### config.mk
export PLATFORM = sky130hd
export DESIGN_NAME = zube_mailbox_fifo
export DESIGN_NICKNAME = d
export VERILOG_FILES = /design/src/rtl/zube_mailbox_fifo.sv
export SDC_FILE = /design/constraint.sdc
export NUM_CORES = 1
export LEC_CHECK = 0
export CAP_MARGIN = 30
export CELL_PAD_IN_SITES_DETAIL_PLACEMENT = 1
export CELL_PAD_IN_SITES_GLOBAL_PLACEMENT = 1
export CORE_AREA = 2 2 170 172
export DETAILED_ROUTE_END_ITERATION = 8
export DIE_AREA = 0 0 172 174
export PLACE_DENSITY_LB_ADDON = 0.15
export REMOVE_ABC_BUFFERS = 1
export SYNTH_ARGS = -nofsm -noshare
export SYNTH_HDL_FRONTEND = slang
export SYNTH_SLANG_ARGS = --single-unit
### constraint.sdc
create_clock -name clk -period 4.7 [get_ports clk]
set_clock_uncertainty 0.1 [all_clocks]
set_input_delay 1.41 -clock clk [delete_from_list [all_inputs] [get_ports clk]]
set_output_delay 1.41 -clock clk [all_outputs]
set_load 0.02 [all_outputs]
### src/rtl/zube_mailbox_fifo.sv
// Zube mailbox: Wishbone slave <-> external 8-bit CPU bus, bridged by a TX and an RX byte FIFO
// with level-threshold and sticky-error interrupts.
module zube_mailbox_fifo_buf #(
    parameter int DEPTH_LOG2 = 4
) (
    input  logic                  clk,
    input  logic                  reset_b,
    input  logic                  push,
    input  logic                  pop,
    input  logic                  flush,
    input  logic [7:0]            din,
    output logic [7:0]            head,
    output logic                  empty,
    output logic                  full,
    output logic [DEPTH_LOG2:0]   level,
    output logic                  overflow
);
    localparam logic [DEPTH_LOG2:0] ONE = 1;

    logic [7:0]          mem [2**DEPTH_LOG2];
    logic [DEPTH_LOG2:0] wptr, rptr;
    logic                do_push, do_pop;

    assign empty    = (wptr == rptr);
    assign full     = (wptr[DEPTH_LOG2] != rptr[DEPTH_LOG2]) &&
                      (wptr[DEPTH_LOG2-1:0] == rptr[DEPTH_LOG2-1:0]);
    assign level    = wptr - rptr;
    assign head     = mem[rptr[DEPTH_LOG2-1:0]];
    // A pop in the same cycle frees the slot, so a push into a full FIFO still lands.
    assign do_pop   = pop & ~empty & ~flush;
    assign do_push  = push & ~flush & (~full | do_pop);
    assign overflow = push & ~flush & full & ~do_pop;

    always_ff @(posedge clk or negedge reset_b) begin
        if (!reset_b) begin
            wptr <= '0;
            rptr <= '0;
        end else if (flush) begin
            rptr <= wptr;
        end else begin
            if (do_push) wptr <= wptr + ONE;
            if (do_pop)  rptr <= rptr + ONE;
        end
    end

    always_ff @(posedge clk) begin
        if (do_push) mem[wptr[DEPTH_LOG2-1:0]] <= din;
    end
endmodule

module zube_mailbox_fifo #(
    parameter int          DEPTH_LOG2  = 4,
    parameter logic [31:0] BASE_ADDR   = 32'h3000_0000,
    parameter int          SYNC_STAGES = 2
) (
    input  logic        clk,
    input  logic        reset_b,
    input  logic        wb_cyc_in,
    input  logic        wb_stb_in,
    input  logic        wb_we_in,
    input  logic [31:0] wb_addr_in,
    input  logic [31:0] wb_data_in,
    output logic        wb_ack_out,
    output logic [31:0] wb_data_out,
    input  logic        ext_cs_n_in,
    input  logic        ext_rd_n_in,
    input  logic        ext_wr_n_in,
    input  logic        ext_addr_in,
    input  logic [7:0]  ext_data_in,
    output logic [7:0]  ext_data_out,
    output logic        ext_data_oeb,
    output logic        ext_irq_out,
    output logic        irq_data_out,
    output logic        irq_status_out
);
    localparam int L = DEPTH_LOG2 + 1;

    logic [SYNC_STAGES-1:0] cs_sync, rd_sync, wr_sync, warm;
    logic                   s_cs, s_rd, s_wr, prev_rd, prev_wr, rd_fall, wr_fall;
    logic                   acc, tx_push, rx_pop, tx_flush, ctrl_wr;
    logic [1:0]             off;
    logic [2:0]             w1c;
    logic [9:0]             ctrl;
    logic                   tx_ovf, rx_unf, ext_ovf;
    logic [7:0]             tx_head, rx_head;
    logic                   tx_empty, tx_full, rx_empty, rx_full, tx_ovf_set, rx_ovf_set;
    logic [L-1:0]           tx_level, rx_level;
    logic [31:0]            tx_lvl32, rx_lvl32, status_word, rdata;
    logic                   unused_bits;

    // Synchronisers idle high; warm marks when the chains hold real samples so a
    // strobe held low across reset is not mistaken for a fresh falling edge.
    always_ff @(posedge clk or negedge reset_b) begin
        if (!reset_b) begin
            cs_sync <= '1;
            rd_sync <= '1;
            wr_sync <= '1;
            warm    <= '0;
            prev_rd <= 1'b0;
            prev_wr <= 1'b0;
        end else begin
            cs_sync <= {cs_sync[SYNC_STAGES-2:0], ext_cs_n_in};
            rd_sync <= {rd_sync[SYNC_STAGES-2:0], ext_rd_n_in};
            wr_sync <= {wr_sync[SYNC_STAGES-2:0], ext_wr_n_in};
            warm    <= {warm[SYNC_STAGES-2:0], 1'b1};
            prev_rd <= s_rd & warm[SYNC_STAGES-1];
            prev_wr <= s_wr & warm[SYNC_STAGES-1];
        end
    end

    assign s_cs         = cs_sync[SYNC_STAGES-1];
    assign s_rd         = rd_sync[SYNC_STAGES-1];
    assign s_wr         = wr_sync[SYNC_STAGES-1];
    assign rd_fall      = prev_rd & ~s_rd & ~s_cs;
    assign wr_fall      = prev_wr & ~s_wr & ~s_cs;
    assign ext_data_oeb = ~(~s_cs & ~s_rd);

    assign acc      = wb_cyc_in & wb_stb_in & ~wb_ack_out & (wb_addr_in[31:4] == BASE_ADDR[31:4]);
    assign off      = wb_addr_in[3:2];
    assign tx_push  = acc & wb_we_in & (off == 2'd0);
    assign rx_pop   = acc & ~wb_we_in & (off == 2'd0);
    assign ctrl_wr  = acc & wb_we_in & (off == 2'd2);
    assign tx_flush = ctrl_wr & wb_data_in[10];
    assign w1c      = (acc & wb_we_in & (off == 2'd1)) ? wb_data_in[3:1] : 3'b000;

    zube_mailbox_fifo_buf #(.DEPTH_LOG2(DEPTH_LOG2)) u_tx (
        .clk(clk), .reset_b(reset_b), .push(tx_push), .pop(rd_fall & ~ext_addr_in),
        .flush(tx_flush), .din(wb_data_in[7:0]), .head(tx_head), .empty(tx_empty),
        .full(tx_full), .level(tx_level), .overflow(tx_ovf_set)
    );

    zube_mailbox_fifo_buf #(.DEPTH_LOG2(DEPTH_LOG2)) u_rx (
        .clk(clk), .reset_b(reset_b), .push(wr_fall & ~ext_addr_in), .pop(rx_pop),
        .flush(1'b0), .din(ext_data_in), .head(rx_head), .empty(rx_empty),
        .full(rx_full), .level(rx_level), .overflow(rx_ovf_set)
    );

    assign tx_lvl32    = 32'(tx_level);
    assign rx_lvl32    = 32'(rx_level);
    assign status_word = {tx_lvl32[7:0], rx_lvl32[7:0], 12'b0, ext_ovf, rx_unf, tx_ovf, tx_empty};

    always_comb begin
        rdata = '0;
        case (off)
            2'd0:    rdata = rx_empty ? 32'd0 : {23'b0, 1'b1, rx_head};
            2'd1:    rdata = status_word;
            2'd2:    rdata = {22'b0, ctrl};
            default: rdata = '0;
        endcase
    end

    always_ff @(posedge clk or negedge reset_b) begin
        if (!reset_b) begin
            wb_ack_out  <= 1'b0;
            wb_data_out <= '0;
            ctrl        <= '0;
            tx_ovf      <= 1'b0;
            rx_unf      <= 1'b0;
            ext_ovf     <= 1'b0;
        end else begin
            wb_ack_out  <= acc;
            wb_data_out <= (acc & ~wb_we_in) ? rdata : 32'd0;
            if (ctrl_wr) ctrl <= wb_data_in[9:0];
            // Setting beats a simultaneous write-1-to-clear so no event is lost.
            tx_ovf  <= (tx_ovf  & ~w1c[0]) | tx_ovf_set;
            rx_unf  <= (rx_unf  & ~w1c[1]) | (rx_pop & rx_empty);
            ext_ovf <= (ext_ovf & ~w1c[2]) | rx_ovf_set;
        end
    end

    always_ff @(posedge clk or negedge reset_b) begin
        if (!reset_b) begin
            ext_data_out   <= '0;
            ext_irq_out    <= 1'b0;
            irq_data_out   <= 1'b0;
            irq_status_out <= 1'b0;
        end else begin
            if (rd_fall) begin
                if (ext_addr_in)               ext_data_out <= {6'b0, rx_full, ~tx_empty};
                else if (tx_empty | tx_flush)  ext_data_out <= 8'h00;
                else                           ext_data_out <= tx_head;
            end
            ext_irq_out    <= ~tx_empty;
            irq_data_out   <= ctrl[8] & (ctrl[7:0] != 8'd0) & (rx_lvl32 >= {24'b0, ctrl[7:0]});
            irq_status_out <= ctrl[9] & (tx_ovf | rx_unf | ext_ovf);
        end
    end

    assign unused_bits = &{1'b0, wb_addr_in[1:0], wb_data_in[31:11], tx_full};
endmodule
==> reports/qor.csv, run 1 <==
stage,metric,value,unit
placed_design,placed cell areas,0.0150,mm²
clocking,Post CTS Setup Buffer Count,0,
die,die height,174,µm
clocking,post-cts sizing count,0,
clocking,Worst-path clk slew,0.06,ns
clocking,clock buffer count from CTS,37,
timing,Final Slew Violations,0,
critical_path,CP Capture Type,flop,
timing,slew margin rel.,0.313,
finish,final core utilization,0.575,
drt,Routed Antenna Nets,0,
critical_path,worst flop-to-flop path startpoint,u_tx.rptr[2],
synth,"area leader, netlist",edfxtp_1,
drt,Total Wirelength,32.0,mm
min_path,hold_sp,rd_sync[0],
flow_run,max capacitance violation total,0,
drt,Via Count,7552,
synth,Cells after Synth,800,
drt,drt pass-1 iters,5,
placed_design,port bufs,90,
finish,Storage cell area,0.00957,mm²
status,status,"finished, final reports clean",
clocking,Worst-Skew Late Latency,0.52,ns
finish,multi-input combinational cell area,0.00380,mm²
placed_design,dpl hpwl,21.2,mm
clocking,clock root cell,clkbuf_16,
clocking,H-tree levels,2,
grt,"Remaining Overflow, GRT",0,
synth,"EDFF count, synth",256,
die,core footprint,0.0282,mm²
synth,synthesized cell area,0.0137,mm²
critical_path,Worst EP required,4.73,ns
critical_path,R2R cell count,7,
clocking,Max Buffers Root-to-Sink,3,
clocking,hold-fix buffers at CTS,0,
timing,final hold vios,0,
critical_path,crit start category,flop,
synth,most common cell in the netlist,edfxtp_1,
grt,first-pass GRT wire length,49.2,mm
timing,post-route minimum period,3.99,ns
finish,Syn-to-layout area delta,18.9,%
die,Initial Utilization,0.484,
synth,Syn Area/Cell,17.1,µm²
drt,post-DR vias/cell,5.67,
timing,worst hold margin,0.253,ns
synth,"Seq/Total Area, Yosys",0.701,
finish,fin nets,1025,
pwr,Max VDD drop,0.363,mV
critical_path,CP Class,reg2reg,
timing,Tcrit/Tclk final,0.849,
min_path,hold path depth,0,
grt,largest net degree at the start of global routing,76,
min_path,Worst Hold Endpoint,rd_sync[1],
clocking,clk sink count,331,
timing,Slew @ Worst Pin,1.03,ns
synth,"top cells by area, synth","edfxtp_1, dfrtp_1, mux4_2, ha_1, dfstp_2",
die,Core Rows,62,
timing,setup TNS,0,ns
synth,synth cell count leaders,"edfxtp_1, dfrtp_1, mux4_2",
clocking,TritonCTS clock tree,done,
critical_path,arrival time at the worst endpoint,4.02,ns
placed_design,GPL Wtd Cong,0.804,
synth,number of distinct library cells after synthesis,72,
finish,Antenna Cells,0,
grt,Total GRT Usage,0.222,
pwr,PD cells,440,mW/mm²
finish,fill count,2627,
min_path,Worst Hold Class,reg2reg,
die,die width,172,µm
synth,Synth async-reset ratio,0.227,
timing,RSZ-0062 raised after global routing,no,
drt,routed length per instance,24.1,µm
critical_path,critical path peak fanout,14,
critical_path,reg2reg setup slack,0.71,ns
synth,post-synth top area share,0.563,
synth,top_reg_cell synth,edfxtp_1,
timing,Setup Viol. Count Final,0,
die,Top-Level Pins,126,
grt,initial antenna violation count,0,
synth,Yosys reg bits,331,
critical_path,reg2reg end,u_tx.mem[8][3],
finish,layout cells sized above 1,0.183,
drt,initial drt markers,485,
drt,DRC violation count after routing,0,
die,die footprint,0.0299,mm²
pwr,leakage power figure,5.76,nW
grt,vias in the first global route,8441,
synth,Ys Warns,0,
finish,fin area,0.0162,mm²
timing,maximum clock frequency,251,MHz
worst max-delay path by stage:
| stage | startpoint | to | slack, ns | cells after the start |
|---|---|---|---|---|
| final | u_tx.rptr[2] | u_tx.mem[8][3] | 0.71 | 7 |
| after global routing | u_tx.rptr[2] | u_tx.mem[4][2] | 0.47 | 7 |
| after CTS | u_tx.rptr[2] | u_tx.mem[8][3] | 0.73 | 7 |
| after detailed placement | wb_addr_in[13] | u_tx.mem[8][7] | 0.23 | 6 |
| after global placement | wb_addr_in[8] | u_tx.mem[8][7] | 0.37 | 6 |
| after floorplan | u_tx.rptr[0] | u_tx.mem[3][0] | 0.79 | 5 |
logic make-up (layout without fill, tap and decap cells):
family	after synthesis	count (layout)	synth area share
other	2	13	0.000550
AND/OR/NAND/NOR	185	185	0.0756
AO/OA/AOI/OAI	82	82	0.0423
multiplexers	83	83	0.116
adder cells (fa/ha/maj)	25	25	0.0240
flip-flops	331	331	0.701
buffers and inverters	67	203	0.0245
XOR/XNOR	25	25	0.0166
worst max-delay path, stage by stage (launching register included):
cell and delay [ns]:
dfrtp_1 0.70, clkinv_1 0.47, ha_1 0.49, nand4_1 0.23, or3_1 0.18, and2_0 0.29, nand3_1 0.28, nor2_1 0.86
layout make-up:
type,instances,share of cell area
Tap cell,384,0.0296
Sequential cell,331,0.589
Multi-Input combinational cell,413,0.234
Inverter,21,0.00485
Clock buffer,50,0.0625
Timing Repair Buffer,115,0.0681
Clock inverter,17,0.0121
flip-flops by register name, summed over array words and instances, names as in the netlist:
register and flops:
u_rx.mem 128, u_tx.mem 128, wb_data_out 20, ctrl 10, ext_data_out 8, u_rx.rptr 5
u_rx.wptr 5, u_tx.rptr 5, u_tx.wptr 5, cs_sync 2, rd_sync 2, warm 2
wr_sync 2, ext_irq_out 1, ext_ovf 1, irq_data_out 1, irq_status_out 1, prev_rd 1
prev_wr 1, rx_unf 1, tx_ovf 1, wb_ack_out 1
metrics by stage:
stage / setup WS, ns / total power, mW / std cells
floorplan: 0.789 / 3.97 / 765
global placement: 0.365 / 4.30 / 1262
detailed placement: 0.233 / 4.34 / 1262
CTS: 0.726 / 7.21 / 1329
global route: 0.469 / 7.42 / 1331
finish: 0.712 / 7.15 / 1331
per-layer routing:
| metal | share of wire | wire (µm) | vias up | track usage |
|---|---|---|---|---|
| met5 | 0 | 0 | - | 0 |
| met3 | 0.049 | 1570 | 57 | 0.0376 |
| met2 | 0.50 | 16100 | 203 | 0.372 |
| met1 | 0.42 | 13500 | 3955 | 0.296 |
| met4 | 0.026 | 822 | 0 | 0.0735 |
| li1 | - | - | 3337 | - |
power by group:
group	internal (mW)	switching [mW]
clock	1.74	1.13
combinational	0.473	0.518
sequential	3.22	0.0678
total	5.43	1.71
cells in the final DEF, fill, tap and decap left out, types with 4 or more instances in the layout:
cell	count
edfxtp_1	256
clkdlybuf4s50_1	89
dfrtp_1	67
mux4_2	59
nand2_1	42
clkbuf_16	38
nor2_1	30
nand3_1	25
buf_4	25
ha_1	23
inv_1	19
a21oi_1	15
xnor2_1	15
nor3_1	14
o21ai_0	13
conb_1	13
and3_1	12
mux2i_1	12
mux2_2	12
and2_1	11
clkbuf_1	10
xor2_1	9
nor2b_1	8
clkinv_1	7
nand2b_1	7
nand4_1	6
o22ai_1	6
a32o_1	6
dfstp_2	6
a21o_1	5
and4_1	5
a211oi_1	5
clkinv_2	5
o211ai_1	4
bufinv_16	4
No activity file was read; power rests on OpenSTA's default activity.
==> run 2: changes to the inputs <==
==> constraint.sdc (replaced) <==
create_clock -name clk -period 4.2 [get_ports clk]
set_clock_uncertainty 0.1 [all_clocks]
set_input_delay 1.26 -clock clk [delete_from_list [all_inputs] [get_ports clk]]
set_output_delay 1.26 -clock clk [all_outputs]
set_load 0.02 [all_outputs]
==> run 2 against run 1 <==
Worst setup slack got worse by 0.11 ns. Combinational power grew 13%. Die area stayed put. First-iteration DRC count is 14% higher. Core utilization rose by 0.20 points. Routed wire length up 1.4%. Non-clock buffer count is 18 higher. Critical path type is now in2reg. Highest routed layer unchanged.
==> reports/qor.csv, run 2 (same netlist as run 1, synthesis figures left out) <==
stage,metric,value,unit
critical_path,arrival time at the worst endpoint,3.64,ns
drt,DRC violation count after routing,0,
grt,initial antenna violation count,0,
die,Initial Utilization,0.484,
clocking,clock root cell,clkbuf_16,
clocking,Post CTS Setup Buffer Count,0,
pwr,PD cells,481,mW/mm²
finish,Antenna Cells,0,
finish,fin nets,1042,
critical_path,Critical Path Source,wb_addr_in[22],
die,die width,172,µm
placed_design,GPL Wtd Cong,0.805,
grt,largest net degree at the start of global routing,76,
finish,multi-input combinational cell area,0.00380,mm²
timing,Final Slew Violations,0,
pwr,Final Power,7.84,mW
clocking,clock buffer count from CTS,36,
pwr,Max VDD drop,0.374,mV
finish,"most common cell after layout, fill and taps aside",edfxtp_1,
timing,RSZ-0062 raised after global routing,no,
timing,slew margin rel.,0.404,
status,status,"finished, final reports clean",
min_path,hold_sp,warm[0],
clocking,clk sink count,331,
placed_design,placed cells,1281,
die,core footprint,0.0282,mm²
critical_path,critical path peak fanout,13,
finish,Storage cell area,0.00957,mm²
critical_path,Worst EP required,4.24,ns
clocking,TritonCTS clock tree,done,
timing,Tcrit/Tclk final,0.857,
timing,maximum clock frequency,278,MHz
clocking,H-tree levels,2,
die,die height,174,µm
grt,first-pass GRT wire length,49.6,mm
clocking,post-cts sizing count,0,
critical_path,CP Class,in2reg,
timing,Slew @ Worst Pin,0.891,ns
drt,initial drt markers,553,
grt,vias in the first global route,8361,
die,die footprint,0.0299,mm²
drt,drt pass-1 iters,5,
critical_path,worst flop-to-flop path startpoint,u_tx.rptr[2],
grt,"Remaining Overflow, GRT",0,
finish,most frequent cells in the layout,"edfxtp_1, clkdlybuf4s50_1, dfrtp_1",
min_path,hold path depth,0,
drt,post-DR vias/cell,5.68,
finish,fill count,2580,
timing,final hold vios,0,
clocking,Worst-path clk slew,0.06,ns
drt,Via Count,7648,
critical_path,R2R cell count,8,
critical_path,reg2reg end,u_tx.mem[9][7],
critical_path,reg2reg setup slack,0.62,ns
grt,Total GRT Usage,0.222,
finish,layout cells sized above 1,0.198,
timing,setup TNS,0,ns
clocking,Max Buffers Root-to-Sink,3,
drt,Total Wirelength,32.5,mm
critical_path,crit start category,primary input,
min_path,Worst Hold Class,reg2reg,
timing,post-route minimum period,3.60,ns
finish,"non-filler cells, final",1346,
drt,Routed Antenna Nets,0,
clocking,Worst-Skew Late Latency,0.52,ns
critical_path,CP Capture Type,flop,
drt,routed length per instance,24.1,µm
timing,Setup Viol. Count Final,0,
clocking,hold-fix buffers at CTS,0,
placed_design,dpl hpwl,21.6,mm
placed_design,port bufs,90,
flow_run,max capacitance violation total,0,
pwr,leakage power figure,5.82,nW
min_path,Worst Hold Endpoint,warm[1],
finish,Syn-to-layout area delta,19.4,%
die,Top-Level Pins,126,
die,Core Rows,62,
[run 2: cell count changes in the layout (fill, tap and decap cells not counted)]
| cell | before | now |
|---|---|---|
| clkinv_8 | 1 | 0 |
| buf_4 | 25 | 43 |
| clkbuf_16 | 38 | 37 |
| clkbuf_8 | 2 | 3 |
| clkbuf_1 | 10 | 8 |
| inv_6 | 0 | 2 |
| bufinv_16 | 4 | 2 |
[run 2: how the worst max path moves through the flow]
stage          slack (ns)             end  cells past startpoint
2_1_floorplan        0.29  u_tx.mem[3][0]                      5
3_3_place_gp         0.27  u_tx.mem[3][6]                      6
3_5_place_dp         0.09  u_rx.mem[2][4]                      6
4_1_cts              0.63  u_tx.mem[8][4]                      8
5_1_grt              0.43  u_rx.mem[2][4]                      6
6_report             0.60  u_rx.mem[2][4]                      6
[run 2: worst max-delay path, cell delays in order]
cell	delay [ns]
clkdlybuf4s50_1	0.41
nor4_1	0.38
and4_1	0.35
nand4_4	0.18
a21oi_2	0.46
and3_1	0.58
[run 2: power breakdown]
part / leakage (nW) / internal [mW] / switching, mW
registers: 3.25 / 3.61 / 0.0784
logic: 2.01 / 0.531 / 0.588
clock network: 0.556 / 1.79 / 1.24
[run 2: metrics by stage]
step	hold slack (ns)	cell area [µm²]	util	setup slack (ns)
3_3_place_gp	0.233	15100	0.536	0.270
5_1_grt	0.258	16300	0.577	0.429
3_5_place_dp	0.242	15100	0.536	0.0889
4_1_cts	0.255	16300	0.577	0.629
2_1_floorplan	0.231	13400	-	0.289
6_report	0.253	16300	0.577	0.600
[run 2: layer usage]
metal  vias to the layer above  track usage  part of all wire
met5                         -            0                 0
met1                      4026        0.295              0.42
met2                       188        0.380              0.51
met3                        58       0.0344             0.044
li1                       3376            -                 -
met4                         0       0.0644             0.025
[run 2: area by class of cell]
type,count,area share
Clock buffer,48,0.0612
Clock inverter,16,0.00844
Inverter,21,0.00483
Multi-Input combinational cell,413,0.233
Sequential cell,331,0.587
Tap cell,384,0.0295
Timing Repair Buffer,133,0.0761
